**config.mk**
```make
export PLATFORM = sky130hd
export DESIGN_NAME = note_recorder
export DESIGN_NICKNAME = d
export VERILOG_FILES = /design/src/rtl/note_recorder_pkg.sv /design/src/rtl/note_buffer_ram.sv /design/src/rtl/note_recorder.sv
export SDC_FILE = /design/constraint.sdc
export NUM_CORES = 1
export LEC_CHECK = 0
export BUFFER_PORTS_ARGS = -buffer_cell sky130_fd_sc_hd__buf_2
export CAP_MARGIN = 0
export CORE_MARGIN = 1.5
export CORE_UTILIZATION = 50
export DETAILED_ROUTE_END_ITERATION = 8
export GPL_TIMING_DRIVEN = 0
export HOLD_SLACK_MARGIN = 0.15
export PLACE_DENSITY = 0.65
export SLEW_MARGIN = 0
export SYNTH_ARGS = -nofsm -noshare
export SYNTH_HDL_FRONTEND = slang
export SYNTH_HIERARCHICAL = 1
export SYNTH_SLANG_ARGS = --single-unit
```
**constraint.sdc**
```tcl
create_clock -name clk -period 11.1 [get_ports clk]
set_clock_uncertainty 0.05 [all_clocks]
set_input_delay 0.555 -clock clk [delete_from_list [all_inputs] [get_ports clk]]
set_output_delay 0.555 -clock clk [all_outputs]
set_load 0.01 [all_outputs]
```
**src/rtl/note_recorder_pkg.sv**
```systemverilog
// rtl/note_recorder_pkg.sv - shared encodings and helpers for the note recorder
package note_recorder_pkg;

   typedef enum logic [1:0] {
      MODE_IDLE = 2'd0,
      MODE_REC  = 2'd1,
      MODE_PLAY = 2'd2
   } mode_e;

   localparam int         NOTE_W    = 5;
   localparam logic [4:0] NOTE_REST = 5'd0;
   localparam logic [4:0] NOTE_MAX  = 5'd21;

   function automatic int entry_w(input int dur_w);
      return NOTE_W + dur_w;
   endfunction

   function automatic logic [4:0] sanitize_note(input logic [4:0] n);
      return (n > NOTE_MAX) ? NOTE_REST : n;
   endfunction

endpackage

```
**src/rtl/note_buffer_ram.sv**
```systemverilog
// rtl/note_buffer_ram.sv - run-length entry buffer, one write port, one synchronous read port
module note_buffer_ram #(
   parameter int DEPTH = 64,
   parameter int WIDTH = 13
) (
   input  logic                     clk,
   input  logic                     wr_en,
   input  logic [$clog2(DEPTH)-1:0] wr_addr,
   input  logic [WIDTH-1:0]         wr_data,
   input  logic [$clog2(DEPTH)-1:0] rd_addr,
   output logic [WIDTH-1:0]         rd_data
);

   logic [WIDTH-1:0] mem_q [DEPTH];
   logic [WIDTH-1:0] rd_data_q;

   always_ff @(posedge clk) begin
      if (wr_en) mem_q[wr_addr] <= wr_data;
      rd_data_q <= mem_q[rd_addr];
   end

   assign rd_data = rd_data_q;

endmodule

```
**src/rtl/note_recorder.sv**
```systemverilog
// rtl/note_recorder.sv - records the live key stream as {note, duration} runs and replays it
// NOTE_RECORDER_LOOP_EN: playback wraps from the last entry to entry 0 instead of ending
module note_recorder
   import note_recorder_pkg::*;
#(
   parameter int DEPTH    = 64,
   parameter int DUR_W    = 8,
   parameter int TICK_DIV = 1_000_000
) (
   input  logic                       clk,
   input  logic                       rst,
   input  logic [4:0]                 key_note,
   input  logic                       rec_start,
   input  logic                       play_start,
   input  logic                       stop,
   output logic [4:0]                 music,
   output logic [1:0]                 mode,
   output logic [$clog2(DEPTH):0]     rec_len,
   output logic                       full
);

   localparam int AW    = $clog2(DEPTH);
   localparam int CW    = AW + 1;
   localparam int EW    = entry_w(DUR_W);
   localparam int PRE_W = (TICK_DIV > 1) ? $clog2(TICK_DIV) : 1;
   localparam logic [PRE_W-1:0] PRE_LAST = PRE_W'(TICK_DIV - 1);
   localparam logic [DUR_W-1:0] RUN_MAX  = {DUR_W{1'b1}};
   localparam logic [DUR_W-1:0] RUN_LAST = {{(DUR_W-1){1'b1}}, 1'b0};

   mode_e            mode_q, mode_d;
   logic [4:0]       music_q, music_d;
   logic [4:0]       cur_q, cur_d;
   logic [DUR_W-1:0] run_q, run_d;
   logic [DUR_W-1:0] rem_q, rem_d;
   logic [CW-1:0]    len_q, len_d;
   logic [AW-1:0]    rd_ptr_q, rd_ptr_d;
   logic [PRE_W-1:0] pre_q, pre_d;
   logic [EW-1:0]    head_q, head_d;

   logic             tick;
   logic [4:0]       key_s;
   logic             wr_en;
   logic [EW-1:0]    wr_data;
   logic [AW-1:0]    wr_addr;
   logic [AW-1:0]    rd_addr;
   logic [EW-1:0]    rd_data;

   assign tick    = (pre_q == PRE_LAST);
   assign key_s   = sanitize_note(key_note);
   assign wr_addr = len_q[AW-1:0];
   // Prefetch the entry after the current one so a note change lands exactly on its tick.
   assign rd_addr = (mode_q == MODE_PLAY) ? rd_ptr_q + 1'b1 : AW'(1);

   note_buffer_ram #(
      .DEPTH(DEPTH),
      .WIDTH(EW)
   ) u_ram (
      .clk    (clk),
      .wr_en  (wr_en),
      .wr_addr(wr_addr),
      .wr_data(wr_data),
      .rd_addr(rd_addr),
      .rd_data(rd_data)
   );

   always_comb begin
      mode_d   = mode_q;
      music_d  = music_q;
      cur_d    = cur_q;
      run_d    = run_q;
      rem_d    = rem_q;
      len_d    = len_q;
      rd_ptr_d = rd_ptr_q;
      head_d   = head_q;
      pre_d    = tick ? '0 : pre_q + 1'b1;
      wr_en    = 1'b0;
      wr_data  = {cur_q, run_q};

      case (mode_q)
         MODE_IDLE: begin
            music_d = key_s;
            if (!stop) begin
               if (rec_start) begin
                  mode_d = MODE_REC;
                  len_d  = '0;
                  cur_d  = key_s;
                  run_d  = '0;
                  pre_d  = '0;
               end else if (play_start && len_q != '0) begin
                  mode_d   = MODE_PLAY;
                  music_d  = head_q[EW-1 -: NOTE_W];
                  rem_d    = head_q[DUR_W-1:0];
                  rd_ptr_d = '0;
                  pre_d    = '0;
               end
            end
         end

         MODE_REC: begin
            music_d = key_s;
            if (stop || key_s != cur_q) begin
               // Zero-length runs are key-bounce glitches and never reach the buffer.
               if (run_q != '0) wr_en = 1'b1;
               cur_d = key_s;
               run_d = '0;
               if (stop) mode_d = MODE_IDLE;
            end else if (tick) begin
               if (run_q == RUN_LAST) begin
                  wr_en   = 1'b1;
                  wr_data = {cur_q, RUN_MAX};
                  run_d   = '0;
               end else begin
                  run_d = run_q + 1'b1;
               end
            end
            if (wr_en) begin
               len_d = len_q + 1'b1;
               if (len_q == CW'(DEPTH - 1)) mode_d = MODE_IDLE;
            end
         end

         MODE_PLAY: begin
            if (stop) begin
               music_d = NOTE_REST;
               mode_d  = MODE_IDLE;
            end else if (tick) begin
               if (rem_q != DUR_W'(1)) begin
                  rem_d = rem_q - 1'b1;
               end else if (({1'b0, rd_ptr_q} + 1'b1) == len_q) begin
`ifdef NOTE_RECORDER_LOOP_EN
                  music_d  = head_q[EW-1 -: NOTE_W];
                  rem_d    = head_q[DUR_W-1:0];
                  rd_ptr_d = '0;
`else
                  music_d = NOTE_REST;
                  mode_d  = MODE_IDLE;
`endif
               end else begin
                  music_d  = rd_data[EW-1 -: NOTE_W];
                  rem_d    = rd_data[DUR_W-1:0];
                  rd_ptr_d = rd_ptr_q + 1'b1;
               end
            end
         end

         default: begin
            mode_d  = MODE_IDLE;
            music_d = NOTE_REST;
         end
      endcase

      // Entry 0 is shadowed so playback can start without waiting on the RAM read.
      if (wr_en && wr_addr == '0) head_d = wr_data;
   end

   always_ff @(posedge clk or posedge rst) begin
      if (rst) begin
         mode_q   <= MODE_IDLE;
         music_q  <= NOTE_REST;
         cur_q    <= NOTE_REST;
         run_q    <= '0;
         rem_q    <= '0;
         len_q    <= '0;
         rd_ptr_q <= '0;
         pre_q    <= '0;
         head_q   <= '0;
      end else begin
         mode_q   <= mode_d;
         music_q  <= music_d;
         cur_q    <= cur_d;
         run_q    <= run_d;
         rem_q    <= rem_d;
         len_q    <= len_d;
         rd_ptr_q <= rd_ptr_d;
         pre_q    <= pre_d;
         head_q   <= head_d;
      end
   end

   assign music   = music_q;
   assign mode    = mode_q;
   assign rec_len = len_q;
   assign full    = (len_q == CW'(DEPTH));

endmodule

```
; Yosys cells after proc, flatten, opt, wreduce, memory -nomap -nowiden
; Memories as Yosys holds them, arrays and structs flattened. A register that Yosys moved wholly into a read port is not among the register bits.
; Index checks and enable logic that the tools add are counted.
[classes]
shift = 0
n_eq_ne = 25
bitwise_logic = 0
n_addsub = 6
div_mod_pow = 0
n_reduce_logical = 16
order_cmp = 1
multipliers = 0
mux = 69
[op_table]
columns = cell, count
row1 = $mux W8, 16
row2 = $mux W20, 5
row3 = $mux W5, 11
row4 = $mux W6, 8
row5 = $pmux W8 S2, 2
row6 = $mux W2, 11
row7 = $mux W7, 3
row8 = $add A20 B1 Y20 const B, 1
row9 = $eq A20 B20 Y1 const B, 1
row10 = $ne A2 B2 Y1 const B, 10
row11 = $ne A3 B3 Y1 const B, 5
row12 = $pmux W5 S3, 1
row13 = $pmux W7 S2, 1
row14 = $pmux W6 S2, 1
row15 = $reduce_and A4 Y1, 3
row16 = $pmux W5 S2, 1
row17 = $add A8 B1 Y8 const B, 1
row18 = $eq A8 B8 Y1 const B, 1
row19 = $mux W1, 8
row20 = $ne A8 B1 Y1 const B, 1
row21 = $reduce_and A8 Y1, 1
row22 = $reduce_bool A8 Y1, 1
row23 = $sub A8 B1 Y8 const B, 1
row24 = $add A6 B1 Y7 const B, 1
row25 = other kinds (20), 22
[word_totals]
n_memories = 1
latchBits = 0
reg_bits = 74
mem_bits_ro = 0
wordCells = 127
mem_bits_rw = 832
[mem_list]
columns = name, words, word_bits, rd, rd_ports_with_merged_regs, write_ports, line_no
row1 = u_ram.mem_q, 64, 13, 1, 1, 1, note_buffer_ram.sv:14  ; logic [WIDTH-1:0] mem_q [DEPTH];

; Logic depth before layout (Yosys ltp)
; Gate-level depths: netlist (run 1).
[logic_depth]
word_depth = 9
mapped_depth = 12
mapped_depth_nobuf = 10

; Cells and area by module
; The synthesis (run 1) kept the hierarchy.
[modules_own_cells]
columns = mod, seq_area_each_um2, area_each_um2, instances, cells_per_inst
row1 = note_buffer_ram, 25244.2, 32344.8, 1, 1402
row2 = note_recorder, 1851.8, 4678.2, 1, 502

; Worst setup path after synthesis (run 1)
; Ideal clock, no wire load.
[synth_timing]
kind = reg2reg
start = register cur_q[4]
end = memory u_ram.mem_q[0][0] (data pin)
arrival_ns = 4.706
stages_incl_launch_ff = 6
required_time_ns = 10.339
setup_slack_ns = 5.633
setup_ns = 0.711
period_less_slack_ns = 5.467
path_cell_list = dfrtp_1 -> nor4bb_1 -> a211oi_1 -> o21bai_1 -> nand3_1 -> o21ai_0
[synth_via]
elab_chain_len = 4
[synth_lines]
columns = item, line_no
row1 = from (decl), note_recorder.sv:32  ; logic [4:0] cur_q, cur_d;
row2 = from (signal assigned), note_recorder.sv:170  ; cur_q <= cur_d;
row3 = $ne A5 B5 Y1, note_recorder.sv:101  ; if (stop || key_s != cur_q) begin
row4 = $logic_or A1 B1 Y1, note_recorder.sv:101
row5 = $mux W8, note_recorder.sv:101
row6 = $mux W8, note_recorder.sv:79  ; case (mode_q)
row7 = named net wr_data[0], note_recorder.sv:43  ; logic [EW-1:0] wr_data;
row8 = to (decl), note_buffer_ram.sv:14
; The timed path passes the listed nets, and every way through them passes these cells.

; Worst setup path after layout (run 1)
[layout_timing]
start = register cur_q[4]
end = memory u_ram.mem_q[38][1], enable pin
[layout_via]
elab_chain_len = 7
[layout_lines]
columns = item, line_no
row1 = $ne A5 B5 Y1, note_recorder.sv:101
row2 = $logic_or A1 B1 Y1, note_recorder.sv:101
row3 = $mux W1, note_recorder.sv:101
row4 = $mux W1 (2 in series), note_recorder.sv:79
row5 = named net wr_en, note_recorder.sv:42  ; logic wr_en;
row6 = $mux W1, note_buffer_ram.sv:18  ; if (wr_en) mem_q[wr_addr] <= wr_data;
row7 = $mux W1 (not written as such), note_buffer_ram.sv:18
; The timed path passes the listed nets, and every way through them passes these cells. The select of a mux whose other input is x is not followed.

==> results of run 1 <==
-- per-stage QoR --
stage	hold WS [ps]	worst slack, ps	cells	area [sq um]	total power, mW
after floorplan	360	5630	1904	37000	4.08
after global placement	413	582	2885	38300	4.15
after detailed placement	426	5500	2905	38800	4.17
after CTS	188	5610	3077	41700	7.11
after global routing	239	5320	3085	41800	7.27
final	232	5580	3086	41800	7.07
-- cell usage in the layout, fill, tap and decap left out, types with 7 or more instances in the layout --
cell,instances
and3_1,13
o211ai_1,9
clkbuf_2,7
buf_6,13
dfxtp_1,13
mux2i_1,46
o221ai_1,15
nand3_1,29
dfrtp_1,69
o21ai_0,33
ha_1,9
edfxtp_1,832
buf_12,14
clkinv_1,27
nand4_1,8
nor4_1,7
a211oi_1,15
nand2b_1,17
inv_1,25
nor3b_1,7
xnor2_1,20
nand2_1,62
nor3_1,10
nor2b_1,25
a22oi_1,9
nor2_1,85
buf_2,48
o31ai_1,10
mux4_2,223
xor2_1,12
a21oi_1,28
nor2_2,29
inv_6,7
buf_4,24
clkbuf_1,48
clkinv_2,18
mux2_2,17
mux2_4,11
clkbuf_16,93
o21ai_1,9
-- registers in the layout (all words and copies together) (netlist names) --
name / flops
mode: 2
head_q: 13
pre_q: 20
u_ram/mem_q: 832
rem_q: 8
rd_ptr_q: 6
cur_q: 5
run_q: 8
rec_len: 7
u_ram/rd_data: 13
music: 5
-- routing by layer --
layer	GRT usage, %	up-vias	share of wire, %
met5	0	-	0.029
met3	3.85	155	8.5
li1	-	8090	-
met2	37.9	856	47
met4	7.87	4	3.0
met1	34.3	10246	41
-- area by class of cell --
class | count | share of cell area, %
Antenna cell | 1 | 0.00599
Buffer | 100 | 1.31
Clock buffer | 106 | 5.69
Clock inverter | 65 | 1.18
Inverter | 27 | 0.249
Multi-Input combinational cell | 858 | 22.5
Sequential cell | 919 | 64.9
Tap cell | 959 | 2.87
Timing Repair Buffer | 51 | 1.36
-- where the power goes --
part	internal [mW]	total, mW	switching, mW	leakage, nW
Sequential	3.81	3.86	0.0532	8.74
Clock	1.68	2.97	1.29	1.40
Combinational	0.102	0.238	0.137	3.55
-- what timing repair did --
action / 4_1_cts / 5_1_grt
hold endpoints to repair: 74 / 0
resized for setup: 0 / 0
setup buffers: 0 / 0
setup endpoints to repair: 0 / 0
hold buffers: 1 / 0
-- worst max-delay path: stages (launching register included) --
cell,delay (ps)
dfrtp_2,850
nor4bb_1,430
a211oi_1,160
o21bai_1,300
nand3_1,380
mux2i_1,280
nor2_1,540
nor2b_1,390
nand3_1,530
nor2_1,1210
-- final timing paths --
check / from / to / cells past startpoint
worst max-delay path: cur_q[4]$_DFFE_PP0P_ / u_ram/mem_q[38][1]$_DFFE_PP_ / 9
worst min-delay path: rec_start / mode[0]$_DFFE_PP0P_ / 2
worst max register to register: cur_q[4]$_DFFE_PP0P_ / u_ram/mem_q[38][1]$_DFFE_PP_ / 9
worst min register to register: u_ram/rd_data[8]$_DFF_P_ / music[0]$_DFFE_PP0P_ / 1
max in group asynchronous: rst / cur_q[0]$_DFFE_PP0P_ / 4
min in group asynchronous: rst / pre_q[17]$_DFF_PP0_ / 3
-- logic make-up (layout without fill, tap and decap cells) --
kind of cell / Yosys count / after routing / synth area share [%]
mux: 297 / 297 / 15.8
flops: 919 / 919 / 73.2
compound gates: 185 / 185 / 3.55
xor+xnor: 33 / 33 / 0.821
fa+ha+maj: 9 / 9 / 0.304
other cells: 0 / 1 / 0
simple gates: 334 / 334 / 4.63
buf+inv: 127 / 349 / 1.73
==> impl_metrics.ini, run 1 <==
[status]
status = finished, violations left
violations = design-rule violations

[power]
p_leak_nw = 13.7
ir_drop_mv = 0.131
power_density_nw_per_um2 = 169

[clocking]
cts-htree-levels = 3
clockBufferDepth = 3
cts_tree = built
cts_root_buffer = clkbuf_16
clock_sinks = 919
path_clk_slew_ps = 60
clock_latency_ps = 640
cts-buffers-inserted = 92

[critical_path]
critPathCaptureType = flop
worst-endpoint-arrival_ps = 5720
critPathRequiredTime_ps = 11300
cp-start-kind = flop
path_class = flop to flop
path_max_fanout = 39
r2r_slack_ps = 5580

[final_layout]
utilization_pct = 57.2
multi_input_area_sq_um = 9390
register_area_sq_um = 27100
layout.nets = 2068
area_delta_synth_final_pct = 12.9
fillCellCount = 5412
final_layout_size_suffix_gt1_share_pct = 26.3

[global_routing]
antenna_found_initial = 2
grtUsageTotal_pct = 23.9
grt_pass1_wl_um = 129000
grt_pass1_vias = 19084
grt_max_degree = 65
grt.overflow.total = 0

[die]
die_h_um = 275
die_w_um = 275
core-area_sq_um = 73100
die-area_sq_um = 75700
num_io_pins = 25
start_util_pct = 50.7
core.rowCount = 99

[route]
antenna_left = 0
drc = 10
wl_per_cell_um = 28.8
dr.pass1.iters = 9
drt_iter0_drc = 2160
via_per_inst = 6.27
vias = 19351
drt-total-wl_um = 88900

[sta]
hold_viol = 0
slew_violations = 0
grt_setup_unrepaired = false
max_freq_mhz = 181
finalSetupTns_ps = 0
max_slew.worst_pin.slew_ps = 1470
slew_headroom_pct = 1.62
finalCritPeriodShare_pct = 49.7
finalSetupViolations = 0
finalCriticalPeriod_ps = 5520

[logic_synthesis]
yosys.area.top_type = edfxtp_1
synth_seq_area_share_pct = 73.2
synth.area.top_cells = edfxtp_1 67%, mux4_2 14%, dfrtp_1 5.0%, mux2i_1 1.2%, nor2_1 1.2%
synth_cells = 1904
yosysMostFrequentCell = edfxtp_1
syn_nets = 1923
ys_seq_elements = 919
synth_common_cells = 832 x edfxtp_1, 223 x mux4_2, 114 x nor2_1
synth.avg_cell_area_sq_um = 19.4
synthArstFlopShare_pct = 8.05
yosys_warnings = 6
synth_ff_type = edfxtp_1
synth_top_area_share_pct = 67.5
synth-edff-count = 832
netlist_area_sq_um = 37000
ys_types = 83

[placed_design]
gp_congestion = 0.918
dp_hpwl_um = 58300
port_buffers = 22

[job]
drv_cap = 0

[min_path]
min_path_type = primary input to flop
Note: power is estimated with default switching activity, not from simulation.
==> inputs of run 2 (changes only) <==
Settings changed: PLACE_DENSITY 0.65 to 0.68.
Clock period 11.1 ns to 5 ns, I/O delays scaled along.
==> impl_metrics.ini, run 2 (synthesized netlist as in run 1, its figures left out) <==
[critical_path]
crit_chain = nand2b_1 > clkbuf_1 > clkbuf_1 > a21oi_2 > buf_2 > buf_1 > buf_2 > mux4_2 > o21ai_0 > o31ai_1
slowest_delay_ps = 770
worstReg2RegStart = mode[0]$_DFFE_PP0P_
crit_end = u_ram/rd_data[1]$_DFF_P_
startpoint = mode[0]$_DFFE_PP0P_
cp.depth = 10
cp-start-kind = flop
path_max_fanout = 10
reg2reg_depth = 10
worst-endpoint-arrival_ps = 5210
cp_top_family = buffers and inverters
path_buf_inv = 5
r2r_end = u_ram/rd_data[1]$_DFF_P_
r2r_slack_ps = 230
critPathCaptureType = flop
slowest_stage = buf_1
path_class = flop to flop
critPathRequiredTime_ps = 5440

[clocking]
path_clk_slew_ps = 60
cts-htree-levels = 3
cts-buffers-inserted = 93
cts_root_buffer = clkbuf_16
clockBufferDepth = 3
clock_sinks = 919
clock_latency_ps = 650
cts_tree = built

[sta]
hold_viol = 0
max_freq_mhz = 210
slew_violations = 0
finalCriticalPeriod_ps = 4770
slew_headroom_pct = 21.7
grt_setup_unrepaired = false
max_slew.worst_pin.slew_ps = 1160
finalSetupViolations = 0
whs_ps = 232
finalCritPeriodShare_pct = 95.3
finalSetupTns_ps = 0

[placed_design]
dp_hpwl_um = 58800
port_buffers = 22
placed_area_sq_um = 38900
gp_congestion = 0.887

[global_routing]
grt_pass1_wl_um = 133000
grtUsageTotal_pct = 24.5
grt_pass1_vias = 19839
antenna_found_initial = 0
grt.overflow.total = 0
grt_max_degree = 68

[die]
die-area_sq_um = 75700
die_w_um = 275
core-area_sq_um = 73100
core.rowCount = 99
start_util_pct = 50.7
die_h_um = 275
num_io_pins = 25

[final_layout]
layout.nets = 2098
area_delta_synth_final_pct = 15.2
largest-register = u_ram/mem_q
antenna_cells = 0
final_common_cell = edfxtp_1
fin_area_sq_um = 42700
final_layout_size_suffix_gt1_share_pct = 28.4
reg.largest.list = u_ram/mem_q (832), pre_q (20)
largest_reg_flops = 832
final_cell_mix = 832 x edfxtp_1, 223 x mux4_2, 95 x clkbuf_16

[power]
design_power_total_mw = 15.9
power_density_nw_per_um2 = 373
ir_drop_mv = 0.266
p_leak_nw = 13.9

[status]
violations = design-rule violations
status = finished, violations left

[route]
via_per_inst = 6.31
drc = 6
drt-total-wl_um = 90700
wl_per_cell_um = 29.1
drt_iter0_drc = 2431
vias = 19661
dr.pass1.iters = 8
antenna_left = 0

[min_path]
min_path_type = primary input to flop
hp-start = stop

[job]
drv_cap = 0
==> run 2: cell count changes in the layout (fill, tap and decap cells not counted), moves of 3 or more <==
cell and delta:
buf_8 +5, clkbuf_1 +3, nor2_2 -13, nor2_1 -33
inv_6 -4, nor2_4 +46, buf_12 +16, dlygate4sd3_1 +11
==> run 2: how the worst min path moves through the flow <==
stage                                         to  slack (ps)  depth (start not counted)
after global routing          pre_q[4]$_DFF_PP0_         220                          3
after global placement      music[1]$_DFFE_PP0P_         410                          1
after floorplan             music[0]$_DFFE_PP0P_         360                          1
final                         pre_q[4]$_DFF_PP0_         230                          3
after detailed placement  rec_len[5]$_DFFE_PP0P_         110                          2
after CTS                     pre_q[4]$_DFF_PP0_         170                          3
==> run 2: report_power, final <==
group          total, mW  internal [mW]  switching, mW
registers           8.56           8.45          0.107
logic              0.550          0.232          0.318
clock network       6.79           3.92           2.87
total               15.9           12.6           3.29
==> run 2: cell type report <==
cell class	instances	area [sq um]
clock inverter	57	492
tap	959	1200
fill	5208	30400
multi-input combinational	858	9720
sequential	919	27100
timing repair buffer	80	1020
inverter	27	104
clock buffer	114	2470
buffer	100	549
==> run 2: through the flow <==
| stage | util [%] | std cells | setup WS [ps] |
|---|---|---|---|
| final | 58.4 | 3114 | 233 |
| after global routing | 58.4 | 3114 | 113 |
| after CTS | 57.8 | 3099 | -336 |
| after detailed placement | 53.2 | 2911 | -588 |
| after global placement | 52.5 | 2885 | -5500 |
| after floorplan | - | 1904 | -467 |
==> run 2: what timing repair did <==
action | CTS | global route
resized for setup | 64 | 22
buffers inserted | 5 | 15
hold endpoints to repair | 85 | 0
pin swaps | 2 | 15
endpoints found under the setup margin | 647 | 704
hold buffers | 12 | 0
==> run 2: tightest hold or removal path, stage by stage <==
cell      delay (ps)
clkbuf_1         290
nor4_1           210
nor2_1           130
==> run 2: layer usage <==
layer  part of all wire [%]  track usage [%]  up-vias
li1                       -                -     8149
met5                      0                0        -
met4                    3.5             9.32        0
met3                    9.3             4.68      162
met1                     40             34.7    10316
met2                     47             38.2     1034
